[src/rtl/shift_seq_ctrl_if.sv]
// shift_seq_ctrl_if: control/data bundle between a sequence requester, the controller and an external 31-bit shift register
// Ports (slave = controller side):
//   in : start, seed[30:0], nbits[5:0], mode, ext_serial_in, shift_q[30:0]
//   out: shift_set, shift_preset[30:0], shift_serial_in, busy, done, data_out[31:0]
interface shift_seq_ctrl_if;
   logic        start;
   logic [30:0] seed;
   logic [5:0]  nbits;
   logic        mode;
   logic        ext_serial_in;
   logic [30:0] shift_q;
   logic        shift_set;
   logic [30:0] shift_preset;
   logic        shift_serial_in;
   logic        busy;
   logic        done;
   logic [31:0] data_out;
   modport slave (
      input  start, seed, nbits, mode, ext_serial_in, shift_q,
      output shift_set, shift_preset, shift_serial_in, busy, done, data_out
   );
   modport master (
      output start, seed, nbits, mode, ext_serial_in, shift_q,
      input  shift_set, shift_preset, shift_serial_in, busy, done, data_out
   );
endinterface

[src/rtl/shift_seq_ctrl.sv]
// shift_seq_ctrl: sequences one load-then-shift run of an external 31-bit shift register and captures its LSB stream
// Ports:
//   qzt_clk : system clock, rising edge
//   reset   : synchronous active-high reset
//   bus     : shift_seq_ctrl_if.slave (request, shift register control/feedback, status, captured data)
module shift_seq_ctrl (
   input logic             qzt_clk,
   input logic             reset,
   shift_seq_ctrl_if.slave bus
);
   typedef enum logic [1:0] {IDLE, LOAD, SHIFT, DONE} state_t;
   state_t      r_state;
   logic [30:0] r_seed;
   logic [5:0]  r_n;
   logic        r_mode;
   logic [4:0]  r_count;
   logic [31:0] r_data;
   logic [5:0]  w_n;
   // 0 and anything above 32 both mean a full 32-bit run
   assign w_n = (bus.nbits == 6'd0 || bus.nbits > 6'd32) ? 6'd32 : bus.nbits;
   always_ff @(posedge qzt_clk) begin
      if (reset) begin
         r_state <= IDLE;
         r_seed  <= '0;
         r_n     <= 6'd32;
         r_mode  <= 1'b0;
         r_count <= '0;
         r_data  <= '0;
      end else begin
         case (r_state)
            IDLE: if (bus.start) begin
               r_seed  <= bus.seed;
               r_n     <= w_n;
               r_mode  <= bus.mode;
               r_state <= LOAD;
            end
            LOAD: begin
               r_count <= '0;
               r_data  <= '0;
               r_state <= SHIFT;
            end
            SHIFT: begin
               r_data[r_count] <= bus.shift_q[0];
               r_count         <= r_count + 5'd1;
               if ({1'b0, r_count} == r_n - 6'd1) r_state <= DONE;
            end
            default: r_state <= IDLE;
         endcase
      end
   end
   // reset overrides the state decode so the external register is cleared on the same edge
   assign bus.busy            = !reset && r_state != IDLE;
   assign bus.done            = !reset && r_state == DONE;
   assign bus.shift_set       = reset || r_state != SHIFT;
   assign bus.shift_preset    = reset ? 31'd0 : (r_state == LOAD ? r_seed : bus.shift_q);
   // PRBS31 (x^31 + x^28 + 1) in the right-shifting orientation
   assign bus.shift_serial_in = r_mode ? bus.shift_q[0] ^ bus.shift_q[3] : bus.ext_serial_in;
   assign bus.data_out        = r_data;
endmodule

[src/flat_wrapper.sv]
// flat-port wrapper written by rule: the top's interface ports become plain ports
module shift_seq_ctrl_flat 
  (qzt_clk, reset, bus_start, bus_seed, bus_nbits, bus_mode, bus_ext_serial_in, bus_shift_q, bus_shift_set, bus_shift_preset, bus_shift_serial_in, bus_busy, bus_done, bus_data_out);
  shift_seq_ctrl_if bus_i ();
  input logic qzt_clk;
  input logic reset;
  input wire logic [$bits(bus_i.start)-1:0] bus_start;
  input wire logic [$bits(bus_i.seed)-1:0] bus_seed;
  input wire logic [$bits(bus_i.nbits)-1:0] bus_nbits;
  input wire logic [$bits(bus_i.mode)-1:0] bus_mode;
  input wire logic [$bits(bus_i.ext_serial_in)-1:0] bus_ext_serial_in;
  input wire logic [$bits(bus_i.shift_q)-1:0] bus_shift_q;
  output wire logic [$bits(bus_i.shift_set)-1:0] bus_shift_set;
  output wire logic [$bits(bus_i.shift_preset)-1:0] bus_shift_preset;
  output wire logic [$bits(bus_i.shift_serial_in)-1:0] bus_shift_serial_in;
  output wire logic [$bits(bus_i.busy)-1:0] bus_busy;
  output wire logic [$bits(bus_i.done)-1:0] bus_done;
  output wire logic [$bits(bus_i.data_out)-1:0] bus_data_out;
  assign bus_i.start = bus_start;
  assign bus_i.seed = bus_seed;
  assign bus_i.nbits = bus_nbits;
  assign bus_i.mode = bus_mode;
  assign bus_i.ext_serial_in = bus_ext_serial_in;
  assign bus_i.shift_q = bus_shift_q;
  assign bus_shift_set = bus_i.shift_set;
  assign bus_shift_preset = bus_i.shift_preset;
  assign bus_shift_serial_in = bus_i.shift_serial_in;
  assign bus_busy = bus_i.busy;
  assign bus_done = bus_i.done;
  assign bus_data_out = bus_i.data_out;
  shift_seq_ctrl u_core (.qzt_clk(qzt_clk), .reset(reset), .bus(bus_i));
endmodule
[config.mk]
export PLATFORM = sky130hd
export DESIGN_NAME = shift_seq_ctrl_flat
export DESIGN_NICKNAME = d
export VERILOG_FILES = /design/src/rtl/shift_seq_ctrl_if.sv /design/src/rtl/shift_seq_ctrl.sv /design/src/flat_wrapper.sv
export SDC_FILE = /design/constraint.sdc
export NUM_CORES = 1
export LEC_CHECK = 0
export ABC_AREA = 1
export CELL_PAD_IN_SITES_DETAIL_PLACEMENT = 0
export CELL_PAD_IN_SITES_GLOBAL_PLACEMENT = 1
export CORE_ASPECT_RATIO = 1.25
export CORE_UTILIZATION = 28
export CTS_BUF_LIST = sky130_fd_sc_hd__clkbuf_4 sky130_fd_sc_hd__clkbuf_8
export DETAILED_ROUTE_END_ITERATION = 10
export GPL_TIMING_DRIVEN = 1
export PLACE_DENSITY = 0.81
export SYNTH_ARGS = -nofsm -noshare
export SYNTH_HDL_FRONTEND = slang
export SYNTH_SLANG_ARGS = --single-unit
[constraint.sdc]
create_clock -name qzt_clk -period 1.4 [get_ports qzt_clk]
set_input_delay 0.14 -clock qzt_clk [delete_from_list [all_inputs] [get_ports qzt_clk]]
set_output_delay 0.14 -clock qzt_clk [all_outputs]
set_load 0.03 [all_outputs]
# After elaboration in Yosys (flattened, before gate mapping)
# Index checks and enable logic that the tools add are counted.
[word_totals] ff_bits=77 output_inout_bits=67
[classes] n_addsub=2 n_lt_le_gt_ge=3 n_eq_ne=7 mux=12 n_bitwise=1 reduce_logical=12
[op_table] op="$pmux 32 s2" count=1
[op_table] op="$mux 31" count=2
[op_table] op="$bwmux 32" count=1
[op_table] op="$pmux 5 s2" count=1
[op_table] op="$eq 5x6->1" count=1
[op_table] op="$gt 6x6->1 const B" count=1
[op_table] op="$logic_not 6->1" count=1
[op_table] op="$lt 5x6->1 const B" count=1
[op_table] op="$mux 6" count=1
[op_table] op="$pmux 2 s3" count=1
[op_table] op="$sub 6x1->6 const B" count=1
[op_table] op="$add 5x1->5 const B" count=1
[op_table] op="$demux 1 s5" count=1
[op_table] op="$ge 5x1->1 const B" count=1
[op_table] op="$eq 2x2->1 const B" count=2
[op_table] op="$mux 2" count=2
[op_table] op="$ne 2x2->1 const B" count=2
[op_table] op="$reduce_and 2->1" count=2
[op_table] op="$reduce_bool 2->1" count=2
[op_table] op="$logic_and 1x1->1" count=3
[op_table] op="$eq 2x1->1 const B" count=1
[op_table] op="$logic_not 2->1" count=1
[op_table] op="$logic_or 1x1->1" count=2
[op_table] op="$mux 1" count=2
[op_table] op="other kinds (3)" count=3

# Depth between registers and ports, before layout
# Gate-level depths: netlist (run 1).
[depth] word_depth=6 depth_mapped=14

# Least setup slack after synthesis (run 1)
# Ideal clock, no wire load.
[synth_timing] path_kind="flip-flop to output port" from="reg u_core.r_state[1]" to="out bus_shift_preset[0]" arrival_ns=1.487 slack_ns=-0.227 path_stages_with_launch=7 n_path_buf=1 path_cell_list="dfxtp_1 > inv_1 > ha_1 > inv_2 > clkbuf_1 > nor2_1 > nor2_1"
[synth_via] elab_chain_len=3
[synth_lines] item="start, declared" line="shift_seq_ctrl.sv:12" text="state_t r_state;"
[synth_lines] item="start signal, assigned" line="shift_seq_ctrl.sv:23" text="r_state <= IDLE;"
[synth_lines] item="start signal, assigned" line="shift_seq_ctrl.sv:35" text="r_state <= LOAD;"
[synth_lines] item="start signal, assigned" line="shift_seq_ctrl.sv:40" text="r_state <= SHIFT;"
[synth_lines] item="$eq 2x1->1" line="shift_seq_ctrl.sv:55" text="assign bus.shift_preset = reset ? 31'd0 : (r_state == LOAD ? r_seed : bus.shift_q);"
[synth_lines] item="$mux 31 (2 in series)" line="shift_seq_ctrl.sv:55"
[synth_lines] item="end, declared" line="flat_wrapper.sv:14" text="output wire logic [$bits(bus_i.shift_preset)-1:0] bus_shift_preset;"
# Every way passes these cells.

# Worst setup path in the final report (run 1)
[layout_timing] from="reg u_core.r_state[0]" to="out bus_shift_preset[1]"
# The elaborated chain is that of the path after synthesis.

==> results of run 1 <==
synth_stat cells, drive strengths merged:
master / instances / area share (%)
a2111oi: 1 / 0.23
a211oi: 6 / 1.2
ha: 10 / 3.3
o21ai: 73 / 9.7
inv: 36 / 3.6
nor3: 54 / 7.6
o21bai: 1 / 0.20
nor4: 1 / 0.17
clkbuf: 31 / 3.1
nand2: 57 / 5.7
a31oi: 1 / 0.17
nor2: 150 / 15
a22oi: 24 / 4.8
a21oi: 16 / 2.1
dfxtp: 77 / 41
nand3: 11 / 1.5
buf: 4 / 0.53
xnor2: 1 / 0.23
nor3b: 1 / 0.20
worst reg2reg max path, delay by kind of cell (launching register included):
| kind | cells | cell delay, ns |
|---|---|---|
| AOI/OAI and AO/OA | 1 | 0.15 |
| adders and majority gates | 1 | 0.21 |
| buffers and inverters | 6 | 0.66 |
| DFF | 1 | 0.34 |
| and+or+nand+nor | 2 | 0.17 |
flip-flops by register name (all words and copies together) (netlist names):
signal and cells:
u_core.bus.data_out 32, u_core.r_mode 1, u_core.r_count 5, u_core.r_state 2, u_core.r_seed 31, u_core.r_n 6
kinds of logic (layout without fill, tap and decap cells):
family          count (synthesis)  after routing  share of synthesized area, %
simple gates                  274            274                          30.0
compound gates                122            122                          18.4
flops                          77             77                          40.9
xor+xnor                        1              1                         0.232
buf+inv                        71            258                          7.20
fa+ha+maj                      10             10                          3.32
repair_timing:
item	4_1_cts	5_1_grt
setup endpoints to repair	143	110
cloned	5	4
setup buffers	7	2
hold buffers	0	0
endpoints found under the hold margin	0	0
resized for setup	231	125
pin swaps	33	28
power by group through the flow:
stage               Combinational (mW)  Clock, mW  Sequential (mW)
floorplan                         3.16          0             2.81
global placement                  5.11          0             2.82
detailed placement                5.16          0             2.83
CTS                               6.91       2.00             2.86
global route                      8.08       2.11             2.94
finish                            7.55       1.95             2.90
metal layers:
metal / track usage [%] / routed length (um)
met2: 35.7 / 7440
met5: 0 / 0
met4: 4.94 / 163
met1: 22.7 / 5530
met3: 5.49 / 808
area by class of cell:
class	count	area, sq um	share of cell area (%)
multi-input combinational	407	3000	40.7
timing repair buffer	207	2210	30.1
sequential	77	1550	21.0
tap	171	214	2.91
inverter	36	164	2.23
clock buffer	12	159	2.16
clock inverter	3	68.8	0.935
stage by stage:
| stage | util, % | setup slack (ns) |
|---|---|---|
| CTS | 52.9 | -0.342 |
| global route | 55.9 | -0.405 |
| floorplan | - | 0.0116 |
| finish | 55.9 | -0.331 |
| global placement | 45.1 | -0.165 |
| detailed placement | 45.1 | -0.196 |
worst min path at each step:
stage	slack [ns]	cells past startpoint	endpoint	startpoint
floorplan	0.29	2	u_core.r_mode	bus_mode
global placement	0.47	2	u_core.bus.data_out[7]	u_core.bus.data_out[7]
detailed placement	0.46	2	u_core.bus.data_out[3]	u_core.bus.data_out[3]
CTS	0.36	3	u_core.r_mode	bus_mode
global route	0.37	3	u_core.r_seed[15]	bus_seed[15]
finish	0.37	3	u_core.r_mode	bus_mode
==> key figures, run 1 <==
Outcome
  • Status: finished, violations left
  • Failing checks: setup timing

Yosys
  • Post-synthesis average cell area: 6.79 sq um
  • Netlist area before placement: 0.00377 sq mm
  • Post-Synthesis Cells: 555
  • Synth Register Bits: 77
  • Distinct cells, synth: 22
  • Syn nets: 638
  • Seq/Total Area, Yosys: 40.9%
  • Ys Warns: 0

Setup path
  • Crit-path slowest cell: dfxtp_2
  • Flop2flop setup slack: -0.24 ns
  • Critical path launch point type: register
  • Crit. End Element: primary output
  • Worst Path Arrival: 1.59 ns
  • CP cell instances: buf_6 > ha_4 > buf_12 > o21ai_1 > nor2_4 > buf_4
  • R2R depth: 10
  • Crit-path max cell delay: 0.33 ns
  • Crit-path max FO: 13
  • Setup crit start: u_core.r_state[0]
  • RR Startpoint: u_core.r_state[0]
  • CP delay by family, top: buffers and inverters
  • R2R Path End: u_core.bus.data_out[24]
  • Crit. path cell count: 6
  • Worst Path Required: 1.26 ns
  • Kind of critical path: reg2out
  • CP endpoint: bus_shift_preset[1]
  • Crit path buffers/inverters: 3

Pwr
  • VDD IR-drop max: 923 uV
  • Switching Share: 42.8%
  • Sw Pwr: 5.31 mW
  • Pwr Total: 12.4 mW
  • Leak: 2.95 nW
  • Clock network power share: 15.8%
  • P_int: 7.08 mW
  • Share of power burned in registers: 23.4%
  • Gate power share: 60.9%
  • Pwr Density: 1680 mW/mm^2

Detailed routing
  • Post-route ant nets: 0
  • DRC errors left: 0
  • Via count: 4482
  • Vias per std cell: 4.91
  • DR pass1 iterations: 6
  • Post-Route WL: 13900 um
  • Iter 0 DRT Violations: 130
  • Wire per inst: 15.3 um

Timing
  • Fin. Hold Viols: 0
  • Final slew viol count: 0
  • Slew headroom: 68.8%
  • Clock Skews: 0.0108 ns
  • # setup viols final: 72
  • Min Hold Slack: 0.370 ns
  • Worst slew pin tran: 0.468 ns
  • Fin worst setup slack: -0.331 ns
  • Final Cycle Share: 124%
  • Fmax: 578 MHz
  • RSZ-0062 raised after global routing: true
  • Post-layout min period: 1.73 ns
  • Setup TNS: -14.08 ns

Place
  • Gpl congestion: 0.843
  • Placement-stage cell area: 0.00593 sq mm
  • Placed Cells: 883
  • Final HPWL DP: 8890 um
  • Port bufs: 139

Cells and area
  • Most frequent cells in the layout: nor2_1, dfxtp_1, clkdlybuf4s50_1, nor2_4, nand2_1
  • ANT cells: 0
  • Layout cells sized above 1: 44.9%
  • Finished Layout Cells: 913
  • Commonest non-fill, non-tap cell in the layout: nor2_1
  • Area grow syn2layout: 95.2%
  • Final-layout fill cell count: 1231
  • Final net count: 821
  • Fin area: 0.00736 sq mm

Floorplanning
  • I/O pin cnt: 140
  • Row count: 47
  • Die Height: 132 um
  • Initial Utilization: 28.6%
  • Chip Width: 106 um
  • Core Box Area: 0.0132 sq mm
  • Die area: 0.0139 sq mm

Clock network
  • CTS buffer count: 9
  • Htree depth: 3
  • Root buf cell: clkbuf_8
  • Worst-Skew Late Latency: 0.37 ns
  • CTS Buffer Depth: 2
  • CTS tree: done
  • CTS Sinks: 77
  • Reg clk slew, reported paths: 0.08 ns

GRT
  • Largest net degree at the start of global routing: 33
  • Overflow after GRT: 0
  • First-pass GRT wire length: 22000 um
  • Initial antenna violation count: 0
  • Tot GR Track Use: 19.7%
  • Vias in the first global route: 4538

Job
  • Max-Cap Viols: 0

Min path
  • Min-delay worst type: in2reg
Note: power is estimated with default switching activity, not from simulation.
==> run 2, diff against run 1 <==
--- a/config.mk
+++ b/config.mk
@@ -9,11 +9,10 @@
 export CELL_PAD_IN_SITES_DETAIL_PLACEMENT = 0
 export CELL_PAD_IN_SITES_GLOBAL_PLACEMENT = 1
 export CORE_ASPECT_RATIO = 1.25
-export CORE_UTILIZATION = 28
-export CTS_BUF_LIST = sky130_fd_sc_hd__clkbuf_4 sky130_fd_sc_hd__clkbuf_8
+export CORE_UTILIZATION = 30
 export DETAILED_ROUTE_END_ITERATION = 10
 export GPL_TIMING_DRIVEN = 1
-export PLACE_DENSITY = 0.81
+export PLACE_DENSITY = 0.82
 export SYNTH_ARGS = -nofsm -noshare
 export SYNTH_HDL_FRONTEND = slang
 export SYNTH_SLANG_ARGS = --single-unit
==> constraint.sdc (replaced) <==
create_clock -name qzt_clk -period 1.9 [get_ports qzt_clk]
set_input_delay 0.19 -clock qzt_clk [delete_from_list [all_inputs] [get_ports qzt_clk]]
set_output_delay 0.19 -clock qzt_clk [all_outputs]
set_load 0.03 [all_outputs]
==> run 2 against run 1 <==
  * The run now ends clean
  * Sequential share of layout area grew 6.1 points
  * Via count shrank 7.1%
  * First-iteration DRC count grew 20%
  * Highest routed layer unchanged
  * Critical path depth did not move
  * Critical path type unchanged
  * Setup slack improved by 0.45 ns
==> key figures, run 2 (synthesis results as in run 1) <==
Outcome
  • Status: complete, no violations

Timing
  • Post-layout min period: 1.78 ns
  • Fmax: 563 MHz
  • Fin. Hold Viols: 0
  • # setup viols final: 0
  • Setup TNS: 0 ns
  • Clock Skews: 0.00836 ns
  • Final Cycle Share: 93.6%
  • Slew headroom: 69.8%
  • Worst slew pin tran: 0.450 ns
  • Final slew viol count: 0
  • RSZ-0062 raised after global routing: false

Setup path
  • Crit. End Element: primary output
  • Crit-path max cell delay: 0.33 ns
  • Worst Path Required: 1.71 ns
  • CP cell instances: inv_1 > ha_4 > buf_8 > o21ai_0 > nor2_1 > buf_4
  • Crit-path slowest cell: dfxtp_2
  • Critical path launch point type: register
  • Crit-path max FO: 23
  • Kind of critical path: reg2out
  • Worst Path Arrival: 1.59 ns

GRT
  • Tot GR Track Use: 17.9%
  • Largest net degree at the start of global routing: 62
  • First-pass GRT wire length: 18500 um
  • Vias in the first global route: 3911
  • Overflow after GRT: 0
  • Initial antenna violation count: 0

Pwr
  • Pwr Density: 1220 mW/mm^2
  • Switching Share: 40.4%
  • Share of power burned in registers: 29.8%
  • P_int: 4.14 mW
  • Clock network power share: 24.8%
  • Gate power share: 45.4%
  • Leak: 2.33 nW
  • Sw Pwr: 2.80 mW
  • VDD IR-drop max: 702 uV

Floorplanning
  • I/O pin cnt: 140
  • Core Box Area: 0.0122 sq mm
  • Initial Utilization: 30.9%
  • Die area: 0.0130 sq mm
  • Die Height: 127 um
  • Chip Width: 102 um
  • Row count: 45

Clock network
  • Reg clk slew, reported paths: 0.06 ns
  • Root buf cell: clkbuf_16
  • CTS Sinks: 77
  • CTS buffer count: 9
  • CTS Buffer Depth: 2
  • Post-CTS Hold Buffers: 0
  • Htree depth: 3
  • Worst-Skew Late Latency: 0.33 ns
  • CTS tree: done

Detailed routing
  • Via count: 4162
  • Iter 0 DRT Violations: 156
  • DR pass1 iterations: 4
  • DRC errors left: 0
  • Post-route ant nets: 0
  • Post-Route WL: 11400 um
  • Wire per inst: 13.2 um
  • Vias per std cell: 4.84

Cells and area
  • Layout cells sized above 1: 12.8%
  • Area grow syn2layout: 51.2%
  • Multi-input gate area: 0.00197 sq mm
  • Final-layout fill cell count: 1264
  • Number of flip-flops in the largest register: 32
  • Commonest non-fill, non-tap cell in the layout: nor2_1
  • Finished Layout Cells: 860
  • Most frequent cells in the layout: nor2_1, clkdlybuf4s50_1, dfxtp_1, nand2_1, o21ai_0
  • Final net count: 774
  • Storage element area: 0.00154 sq mm
  • ANT cells: 0
  • Post-layout util: 46.7%

Place
  • Port bufs: 139
  • Placed Cells: 842
  • Gpl congestion: 0.809
  • Final HPWL DP: 8470 um

Min path
  • Min-delay worst type: reg2reg

Job
  • Max-Cap Viols: 0
==> run 2: cell count changes in the layout (fill, tap and decap cells not counted), sizes merged <==
cell	delta
inv	+1
bufinv	-1
buf	-44
dlygate4sd2	-33
bufbuf	-1
clkbuf	-4
clkinv	+3
clkdlybuf4s50	+33
==> run 2: path summary, 6_finish.rpt <==
check / from / end / slack [ns] / cells after the start
worst max-delay path: u_core.r_state[1] / bus_shift_preset[14] / 0.12 / 6
worst min-delay path: u_core.bus.data_out[1] / u_core.bus.data_out[1] / 0.46 / 2
worst max register to register: u_core.r_state[0] / u_core.bus.data_out[7] / 0.26 / 7
worst min register to register: u_core.bus.data_out[1] / u_core.bus.data_out[1] / 0.46 / 2
==> run 2: stage by stage <==
step	power (mW)	hold WS, ns	setup slack (ns)	instance area, sq um
after floorplan	4.01	0.339	0.223	3770
after global placement	5.14	0.459	0.253	5360
after detailed placement	5.19	0.459	0.262	5360
after CTS	6.98	0.453	0.00964	5690
after global routing	7.42	0.470	0.00268	5700
final	6.94	0.463	0.122	5700
==> run 2: area by class of cell <==
class | instances | area share (%)
sequential | 77 | 27.1
timing repair buffer | 160 | 27.1
tap | 164 | 3.60
clock buffer | 10 | 4.19
multi-input combinational | 407 | 34.6
clock inverter | 6 | 1.10
inverter | 36 | 2.41
==> run 2: power by group through the flow <==
stage          Sequential [mW]  Clock, mW  Combinational, mW
6_report                  2.07       1.72               3.15
5_1_grt                   2.11       1.82               3.49
3_3_place_gp              2.08          0               3.06
3_5_place_dp              2.10          0               3.09
2_1_floorplan             2.07          0               1.94
4_1_cts                   2.07       1.76               3.15
==> run 2: metal layers <==
layer	global-route usage (%)	share of wire [%]	vias up
met5	0	0	-
met4	5.63	1.5	0
met3	4.92	7.6	16
met2	31.5	49	156
met1	20.9	42	1883
li1	-	-	2107
==> run 2: what timing repair did <==
action,in CTS,in global routing
buffers inserted,2,0
setup endpoints to repair,23,21
gates resized for setup,4,3
hold endpoints to repair,0,0
==> run 2: worst max-delay path: cells and delay by family (launching register included) <==
kind,cells,cell delay (ns)
flip-flops,1,0.33
adder cells (fa/ha/maj),1,0.18
AND/OR/NAND/NOR,1,0.15
AO/OA/AOI/OAI,1,0.11
buffers and inverters,3,0.48
